<file path="src/rtl/serial_to_parallel5_pkg.sv">
// Shared constants, state encoding and parity helper for the serial-to-parallel collector.
// Pure declarations; no timing or flow control.
package serial_to_parallel5_pkg;

   localparam int WORD_W = 5;
   localparam int CNT_W  = 3;

   // 2'b11 is unused and recovers to ST_IDLE.
   typedef enum logic [1:0] {
      ST_IDLE   = 2'b00,
      ST_SHIFT  = 2'b01,
      ST_PARITY = 2'b10
   } state_t;

   function automatic logic parity_bit(input logic [WORD_W-1:0] word, input logic odd);
      return (^word) ^ odd;
   endfunction

endpackage

</file>
<file path="src/rtl/serial_to_parallel5_shift_reg5_dir.sv">
// 5-bit shift register with enable, synchronous clear and selectable shift direction.
// Latency: one clock from shift_en to q; q_nxt exposes the value q takes at the next edge.
// Backpressure: none; shifts whenever shift_en is high.
module shift_reg5_dir
   import serial_to_parallel5_pkg::*;
#(
   parameter bit MSB_FIRST = 1'b0
) (
   input  logic              clk,
   input  logic              reset,
   input  logic              clr,
   input  logic              shift_en,
   input  logic              bit_in,
   output logic [WORD_W-1:0] q,
   output logic [WORD_W-1:0] q_nxt
);

   always_comb begin
      q_nxt = q;
      if (clr) begin
         q_nxt = '0;
      end else if (shift_en) begin
         q_nxt = MSB_FIRST ? {q[WORD_W-2:0], bit_in} : {bit_in, q[WORD_W-1:1]};
      end
   end

   always_ff @(posedge clk) begin
      if (reset) begin
         q <= '0;
      end else begin
         q <= q_nxt;
      end
   end

endmodule

</file>
<file path="src/rtl/serial_to_parallel5.sv">
// Collects a framed serial stream (start, 5 data bits, optional parity) into a 5-bit word.
// Latency: load_en / parity_err rise one clock after the final accepted bit.
// Backpressure: none; bits are taken only when bit_valid is high, idle cycles just hold.
module serial_to_parallel5
   import serial_to_parallel5_pkg::*;
#(
   parameter bit PARITY_EN  = 1'b1,
   parameter bit ODD_PARITY = 1'b0,
   parameter bit MSB_FIRST  = 1'b0
) (
   input  logic              clk,
   input  logic              reset,
   input  logic              start,
   input  logic              abort,
   input  logic              bit_valid,
   input  logic              bit_in,
   output logic              busy,
   output logic [WORD_W-1:0] data_out,
   output logic              load_en,
   output logic              parity_err
);

   state_t             state, state_nxt;
   logic [CNT_W-1:0]   cnt, cnt_nxt;
   logic [WORD_W-1:0]  sr_q, sr_nxt;
   logic               sr_clr, shift_en, commit, perr;
   logic               last_bit, par_ok;

   assign last_bit = (cnt == CNT_W'(WORD_W - 1));
   assign par_ok   = (bit_in == parity_bit(sr_q, ODD_PARITY));
   assign busy     = (state != ST_IDLE);

   shift_reg5_dir #(
      .MSB_FIRST (MSB_FIRST)
   ) u_shift (
      .clk      (clk),
      .reset    (reset),
      .clr      (sr_clr),
      .shift_en (shift_en),
      .bit_in   (bit_in),
      .q        (sr_q),
      .q_nxt    (sr_nxt)
   );

   always_ff @(posedge clk) begin
      if (reset) begin
         state <= ST_IDLE;
         cnt   <= '0;
      end else begin
         state <= state_nxt;
         cnt   <= cnt_nxt;
      end
   end

   always_comb begin
      state_nxt = state;
      case (state)
         ST_IDLE: begin
            if (start && !abort) state_nxt = ST_SHIFT;
         end
         ST_SHIFT: begin
            if (abort) begin
               state_nxt = ST_IDLE;
            end else if (bit_valid && last_bit) begin
               state_nxt = PARITY_EN ? ST_PARITY : ST_IDLE;
            end
         end
         ST_PARITY: begin
            if (abort || bit_valid) state_nxt = ST_IDLE;
         end
         default: state_nxt = ST_IDLE;
      endcase
   end

   // abort always beats the completing bit, so every strobe below is gated by !abort.
   always_comb begin
      sr_clr   = 1'b0;
      shift_en = 1'b0;
      commit   = 1'b0;
      perr     = 1'b0;
      cnt_nxt  = cnt;
      case (state)
         ST_IDLE: begin
            if (start && !abort) begin
               sr_clr  = 1'b1;
               cnt_nxt = '0;
            end
         end
         ST_SHIFT: begin
            if (abort) begin
               cnt_nxt = '0;
            end else if (bit_valid) begin
               shift_en = 1'b1;
               cnt_nxt  = last_bit ? '0 : cnt + 1'b1;
               commit   = last_bit && !PARITY_EN;
            end
         end
         ST_PARITY: begin
            if (abort) begin
               cnt_nxt = '0;
            end else if (bit_valid) begin
               commit = par_ok;
               perr   = !par_ok;
            end
         end
         default: cnt_nxt = '0;
      endcase
   end

   // sr_nxt already holds the final shifted bit when committing straight from SHIFT.
   always_ff @(posedge clk) begin
      if (reset) begin
         data_out   <= '0;
         load_en    <= 1'b0;
         parity_err <= 1'b0;
      end else begin
         load_en    <= commit;
         parity_err <= perr;
         if (commit) data_out <= sr_nxt;
      end
   end

endmodule

</file>
<file path="config.mk">
export PLATFORM = sky130hd
export DESIGN_NAME = serial_to_parallel5
export DESIGN_NICKNAME = d
export VERILOG_FILES = /design/src/rtl/serial_to_parallel5_pkg.sv /design/src/rtl/serial_to_parallel5_shift_reg5_dir.sv /design/src/rtl/serial_to_parallel5.sv
export SDC_FILE = /design/constraint.sdc
export NUM_CORES = 1
export LEC_CHECK = 0
export BUFFER_PORTS_ARGS = -buffer_cell sky130_fd_sc_hd__buf_2
export CELL_PAD_IN_SITES_DETAIL_PLACEMENT = 2
export CELL_PAD_IN_SITES_GLOBAL_PLACEMENT = 2
export CORE_MARGIN = 2
export CORE_UTILIZATION = 36
export CTS_CLUSTER_SIZE = 16
export DETAILED_ROUTE_END_ITERATION = 8
export GPL_ROUTABILITY_DRIVEN = 0
export MAX_ROUTING_LAYER = met4
export PLACE_DENSITY = 0.77
export SLEW_MARGIN = 5
export SYNTH_ARGS = -nofsm -noshare
export SYNTH_HDL_FRONTEND = slang
export SYNTH_SLANG_ARGS = --single-unit
</file>
<file path="constraint.sdc">
create_clock -name clk -period 2.75 [get_ports clk]
set_input_delay 0.1375 -clock clk [delete_from_list [all_inputs] [get_ports clk]]
set_output_delay 0.1375 -clock clk [all_outputs]
set_load 0.02 [all_outputs]
</file>
* Yosys cells after proc, flatten, opt, wreduce, memory -nomap -nowiden
Cells that the tools add are included.
** Cells by class
- Reduce and logical (&&, ||, !) cells :: 11
- $add $sub $neg :: 1
- Equal/unequal tests :: 9
- Bitwise logic cells :: 2
- Muxes and demuxes :: 21
** Operators by type and width (count)
- $mux 3 :: 5
- $mux 5 :: 2
- $pmux 3 s3 :: 1
- $mux 1 :: 8
- $mux 2 :: 4
- $ne 2x2->1 const B :: 3
- $ne 3x3->1 const B :: 2
- $pmux 2 s3 :: 1
- $reduce_and 3->1 :: 2
- $reduce_xor 5->1 :: 1
- $reduce_or 4->1 :: 1
- $add 3x1->3 const B :: 1
- $eq 3x3->1 const B :: 1
- $eq 2x1->1 const B :: 1
- $eq 2x2->1 const B :: 1
- $logic_and 1x1->1 :: 2
- $logic_not 1->1 :: 2
- $logic_not 2->1 :: 1
- $not 1->1 :: 2
- $reduce_bool 2->1 :: 1
- $eq 1x1->1 :: 1
- $logic_or 1x1->1 :: 1
** Storage, ports and cells
- Input bits :: 6
- Output and inout bits :: 8
- Register bits :: 17
- Word-level logic and storage cells :: 50

* Logic depth before layout (Yosys ltp)
- Word-level depth :: 5
- Depth in mapped cells :: 6
- Mapped depth without buffers :: 6

* Modules after synthesis
A second synthesis with hierarchy kept.
** Second synthesis, totals
- Cells, all modules :: 98
- Area total of the unflattened synthesis :: 920.9 um2
** Modules (own cells, without submodules)
- serial_to_parallel5 :: area an instance 711.9 um2, cells an instance 76, seq. area each 240.2 um2, instances 1
- shift_reg5_dir :: area an instance 209.0 um2, cells an instance 22, seq. area each 100.1 um2, instances 1

* Worst setup path after synthesis
OpenSTA, ideal clock, no wires.
- Path kind :: register -> register
- Start :: register u_shift.q[2]
- End :: register data_out[0]
- Stages on the path, launching flop included :: 5
- Clock period less this slack :: 1.471 ns
- Buffers on the path :: 0
- Data required time :: 2.629 ns
- Slack :: 1.279 ns
- Data arrival time :: 1.350 ns
- Setup time :: 0.121 ns
- Cell sequence :: dfxtp_1 -> xor2_1 -> xnor3_2 -> nand2_4 -> mux2_2
** On the way
- Word-level cells in the longest chain between the ends :: 5
** RTL lines
- start: declaration :: line serial_to_parallel5_shift_reg5_dir.sv:14 : output logic [WORD_W-1:0] q,
- start signal: assignment :: line serial_to_parallel5_shift_reg5_dir.sv:31 : q <= q_nxt;
- $reduce_xor 5->1 :: line serial_to_parallel5_pkg.sv:16 : return (^word) ^ odd;
- $eq 1x1->1 :: line serial_to_parallel5.sv:30 : assign par_ok = (bit_in == parity_bit(sr_q, ODD_PARITY));
- $mux 1 :: line serial_to_parallel5.sv:101 : end else if (bit_valid) begin
- $mux 1 :: line serial_to_parallel5.sv:99 : if (abort) begin
- $mux 1
- end signal: assignment :: line serial_to_parallel5.sv:119 : if (commit) data_out <= sr_nxt;
- end: declaration :: line serial_to_parallel5.sv:18 : output logic [WORD_W-1:0] data_out,
Every way passes these cells.
A chain may end at the register's enable or synchronous reset.

* Worst setup path in the final report
- Start :: register state[0]
- End :: register data_out[3]
** On the way
- Word-level cells in the longest chain between the ends :: 4
- Elaborated cells between the ends (all ways) :: 8
- Classes of those cells :: eq/ne: 2; mux: 5; reduce/logical: 1
** RTL lines
- start: declaration :: line serial_to_parallel5.sv:23 : state_t state, state_nxt;
- start signal: assignment :: line serial_to_parallel5.sv:50 : state <= state_nxt;
- $eq 2x1->1 :: line serial_to_parallel5.sv:82 : case (state)
- $mux 1 :: line serial_to_parallel5.sv:82
- $mux 5 :: line serial_to_parallel5_shift_reg5_dir.sv:22 : end else if (shift_en) begin
- $mux 5 :: line serial_to_parallel5_shift_reg5_dir.sv:20 : if (clr) begin
Parallel ways exist; a longest one is shown, timed or not.

==> results.json <==
{
  "vdd_drop_max_mv": 0.2635,
  "cts.path.max_buffers": 2,
  "clkLatencyLatePin_ps": 290,
  "flow.area_growth_from_synthesis_pct": 11.23,
  "ctsHtreeMaxLevel": 1,
  "period_minus_ws_final_ps": 1769,
  "synth.area.top_cells": "sky130_fd_sc_hd__dfxtp_1, sky130_fd_sc_hd__mux2_2, sky130_fd_sc_hd__mux2i_1",
  "route.antenna.remaining_nets": 0,
  "drcViolationCount": 0,
  "dr.first_iter.drc_count": 0,
  "finalNonFillerCells": 123,
  "dr_total_vias": 626,
  "kind_of_end_point_of_the_critical_path": "flip-flop",
  "postSynthAreaPerCell_um2": 10.33,
  "crit_path_max_fanout": 9,
  "numCtsBuffers": 3,
  "hold-path-cell-count": 2,
  "share_clk_of_total_power": 0.325,
  "cts_tree": "built",
  "p_comb_frac": 0.077,
  "post_cts_sizing_count": 0,
  "clkTransAtPathRegs_ps": 100,
  "total_inserted_antenna_cells": 0,
  "fin_skew_ps": 1.234,
  "synth_cell_types": 30,
  "worstRegToRegCells": 4,
  "critPathLaunch": "state[0]",
  "clock.fmax_ghz": 0.5652,
  "setup_viol": 0,
  "finalPower_uw": 417.1,
  "remaining_max_slew_budget_at_the_tightest_pin": 0.6108,
  "drive_above_1_share": 0.2842,
  "ioPinCount": 14,
  "synth_largest_type_area_fraction": 0.4018,
  "switchingPower_uw": 99.34,
  "number_of_global_route_vias_before_repair": 658,
  "post-route-period-util": 0.6434,
  "sequentialPowerShare": 0.597,
  "detail_route.vias_per_cell": 5.089,
  "placementRows": 17,
  "post_synthesis_instance_area_um2": 847.1,
  "setup_repair_after_global_routing_missed_its_margin": "false",
  "largest_net_degree_at_the_start_of_global_routing": 14,
  "coreArea_mm2": 0.002212,
  "clockRootBuffer": "sky130_fd_sc_hd__clkbuf_4",
  "yosys_warnings": 0,
  "global_route_wire_length_before_repair_um": 3070,
  "floorplan.initialDensity": 0.3829,
  "cp-start-kind": "flip-flop",
  "fin_nets": 104,
  "report.final.hold_viol_count": 0,
  "fin_max_slew_vios": 0,
  "floorplan.die.height_um": 52.51,
  "track_usage": 0.1554,
  "antenna_found_initial": 0,
  "synth_largest_area_cell": "sky130_fd_sc_hd__dfxtp_1",
  "hold_buffers": 0,
  "total_negative_slack_for_setup_checks_ps": 0,
  "synthCells": 82,
  "post-cts-setup-buffer-count": 0,
  "fin_hold_ws_ps": 145.6,
  "swShare": 0.2382,
  "endpoint": "data_out[3]",
  "detailed_place_hpwl_um": 1386,
  "power_density_mw_per_mm2": 442.7,
  "worst-endpoint-arrival_ps": 1960,
  "drt-wirelength-per-cell_um": 14.36,
  "port_buffer_count": 13,
  "critPathRequiredTime_ps": 2940,
  "cts.sink_count": 17,
  "drv_cap": 0,
  "chip_width_um": 52.51,
  "synth.net_count": 90,
  "status": "finished, final reports clean",
  "setup.worst_path.class": "flip-flop to flip-flop",
  "rrSetupSlack_ps": 980,
  "placed_cells_incl_taps": 119,
  "leakage_nw": 0.3984,
  "final_critical_path_setup_slack_ps": 980.6,
  "drt_pre_antenna_iters": 1,
  "wirelength_um": 1766,
  "filler_cell_count": 264,
  "pre_cts_slack_ps": 964.6,
  "ys_seq_area_frac": 0.4018,
  "die_area_mm2": 0.002757,
  "ys_ff_latch": 17,
  "reg2reg_to": "data_out[3]",
  "internal_power_uw": 317.8,
  "worst_hold_path_type": "input pin to flip-flop",
  "worst_pin_slew_ps": 583.0,
  "reg_to_reg_critical_path_startpoint": "state[0]",
  "grt_remaining_overflow": 0
}
flip-flops by register name, summed over array words and instances, names as in the netlist:
signal      flops
data_out        5
parity_err      1
cnt             3
load_en         1
state           2
u_shift.q       5
stage by stage:
stage                     area, um^2  utilization
after global placement         915.9       0.4140
after global routing           942.2       0.4259
after CTS                      942.2       0.4259
final                          942.2       0.4259
after detailed placement       915.9       0.4140
after floorplan                847.1            -
Yosys cell counts:
| cell | count |
|---|---|
| sky130_fd_sc_hd__nor4bb_4 | 1 |
| sky130_fd_sc_hd__o21bai_4 | 1 |
| sky130_fd_sc_hd__xor2_1 | 1 |
| sky130_fd_sc_hd__a21oi_1 | 2 |
| sky130_fd_sc_hd__nor2b_1 | 6 |
| sky130_fd_sc_hd__clkbuf_1 | 1 |
| sky130_fd_sc_hd__nor4_1 | 1 |
| sky130_fd_sc_hd__or2_2 | 2 |
| sky130_fd_sc_hd__nor3_1 | 2 |
| sky130_fd_sc_hd__ha_1 | 2 |
| sky130_fd_sc_hd__xnor3_2 | 1 |
| sky130_fd_sc_hd__mux2i_1 | 5 |
| sky130_fd_sc_hd__nand4_1 | 1 |
| sky130_fd_sc_hd__nand2b_1 | 1 |
| sky130_fd_sc_hd__mux2_2 | 5 |
| sky130_fd_sc_hd__o2bb2ai_1 | 1 |
| sky130_fd_sc_hd__xnor2_1 | 2 |
| sky130_fd_sc_hd__buf_2 | 1 |
| sky130_fd_sc_hd__dfxtp_1 | 17 |
| sky130_fd_sc_hd__nor3b_1 | 4 |
| sky130_fd_sc_hd__buf_6 | 2 |
| sky130_fd_sc_hd__inv_1 | 3 |
| sky130_fd_sc_hd__nor2_1 | 9 |
| sky130_fd_sc_hd__nand4bb_1 | 1 |
| sky130_fd_sc_hd__a21o_1 | 1 |
| sky130_fd_sc_hd__o21ai_0 | 3 |
| sky130_fd_sc_hd__or4b_1 | 1 |
| sky130_fd_sc_hd__nand2_1 | 2 |
| sky130_fd_sc_hd__nand2_4 | 1 |
| sky130_fd_sc_hd__a22oi_1 | 2 |
worst max-delay path: stages (launching register included):
cell and delay, ps:
sky130_fd_sc_hd__dfxtp_1 490, sky130_fd_sc_hd__nor4bb_4 550, sky130_fd_sc_hd__mux2i_1 280, sky130_fd_sc_hd__nor2_1 80, sky130_fd_sc_hd__mux2_2 260
cell type report:
cell class	instances	area, um^2	area share
clock buffer	4	26.28	0.02789
sequential	17	340.3	0.3612
inverter	3	11.26	0.01195
tap	28	35.03	0.03718
timing repair buffer	13	65.06	0.06906
multi-input combinational	58	464.2	0.4927
power by group through the flow:
stage          registers [mW]  logic, mW  clock network, mW
2_1_floorplan           0.254     0.0232                  0
3_3_place_gp            0.255     0.0320                  0
3_5_place_dp            0.255     0.0329                  0
4_1_cts                 0.249     0.0331              0.142
5_1_grt                 0.250     0.0358              0.154
6_report                0.249     0.0322              0.136
logic make-up (layout without fill, tap and decap cells):
family                     count (synthesis)  in the layout  share of synthesized area
xor gates and xnor gates                   4              4                    0.05909
adders and majority gates                  2              2                    0.02954
muxes                                     10             10                     0.1256
DFF                                       17             17                     0.4018
buffers and inverters                      7             20                    0.05021
AOI/OAI and AO/OA                         10             10                    0.08862
and+or+nand+nor                           32             32                     0.2452
metal layers:
| metal | vias up | routed length (um) | GRT usage |
|---|---|---|---|
| li1 | 310 | - | - |
| met1 | 304 | 770 | 0.1844 |
| met2 | 10 | 935 | 0.2667 |
| met3 | 2 | 51 | 0.01714 |
| met4 | 0 | 10 | 0.06410 |
| met5 | - | 0 | - |
worst min path at each step:
stage	slack (ps)	endpoint	from
after global routing	150	state[1]	abort
after CTS	140	state[1]	abort
final	150	state[0]	abort
after global placement	450	state[1]	abort
after detailed placement	460	state[1]	abort
after floorplan	320	u_shift.q[4]	bit_in
placed cells by master, fill, tap and decap left out:
| master | count |
|---|---|
| sky130_fd_sc_hd__nor4bb_4 | 1 |
| sky130_fd_sc_hd__nand4_1 | 1 |
| sky130_fd_sc_hd__a21oi_1 | 2 |
| sky130_fd_sc_hd__xor2_1 | 1 |
| sky130_fd_sc_hd__inv_1 | 3 |
| sky130_fd_sc_hd__ha_1 | 2 |
| sky130_fd_sc_hd__nor2b_1 | 6 |
| sky130_fd_sc_hd__nand2b_1 | 1 |
| sky130_fd_sc_hd__mux2_2 | 5 |
| sky130_fd_sc_hd__nand2_1 | 2 |
| sky130_fd_sc_hd__buf_2 | 13 |
| sky130_fd_sc_hd__nand4bb_1 | 1 |
| sky130_fd_sc_hd__xnor2_1 | 2 |
| sky130_fd_sc_hd__a21o_1 | 1 |
| sky130_fd_sc_hd__nor3b_1 | 4 |
| sky130_fd_sc_hd__xnor3_2 | 1 |
| sky130_fd_sc_hd__o2bb2ai_1 | 1 |
| sky130_fd_sc_hd__nor3_1 | 2 |
| sky130_fd_sc_hd__dfxtp_1 | 17 |
| sky130_fd_sc_hd__a22oi_1 | 2 |
| sky130_fd_sc_hd__clkbuf_4 | 3 |
| sky130_fd_sc_hd__nand2_4 | 1 |
| sky130_fd_sc_hd__o21ai_0 | 3 |
| sky130_fd_sc_hd__o21bai_4 | 1 |
| sky130_fd_sc_hd__nor4_1 | 1 |
| sky130_fd_sc_hd__clkbuf_1 | 1 |
| sky130_fd_sc_hd__or4b_1 | 1 |
| sky130_fd_sc_hd__or2_2 | 2 |
| sky130_fd_sc_hd__nor2_1 | 9 |
| sky130_fd_sc_hd__mux2i_1 | 5 |
No activity file was read; power rests on OpenSTA's default activity.
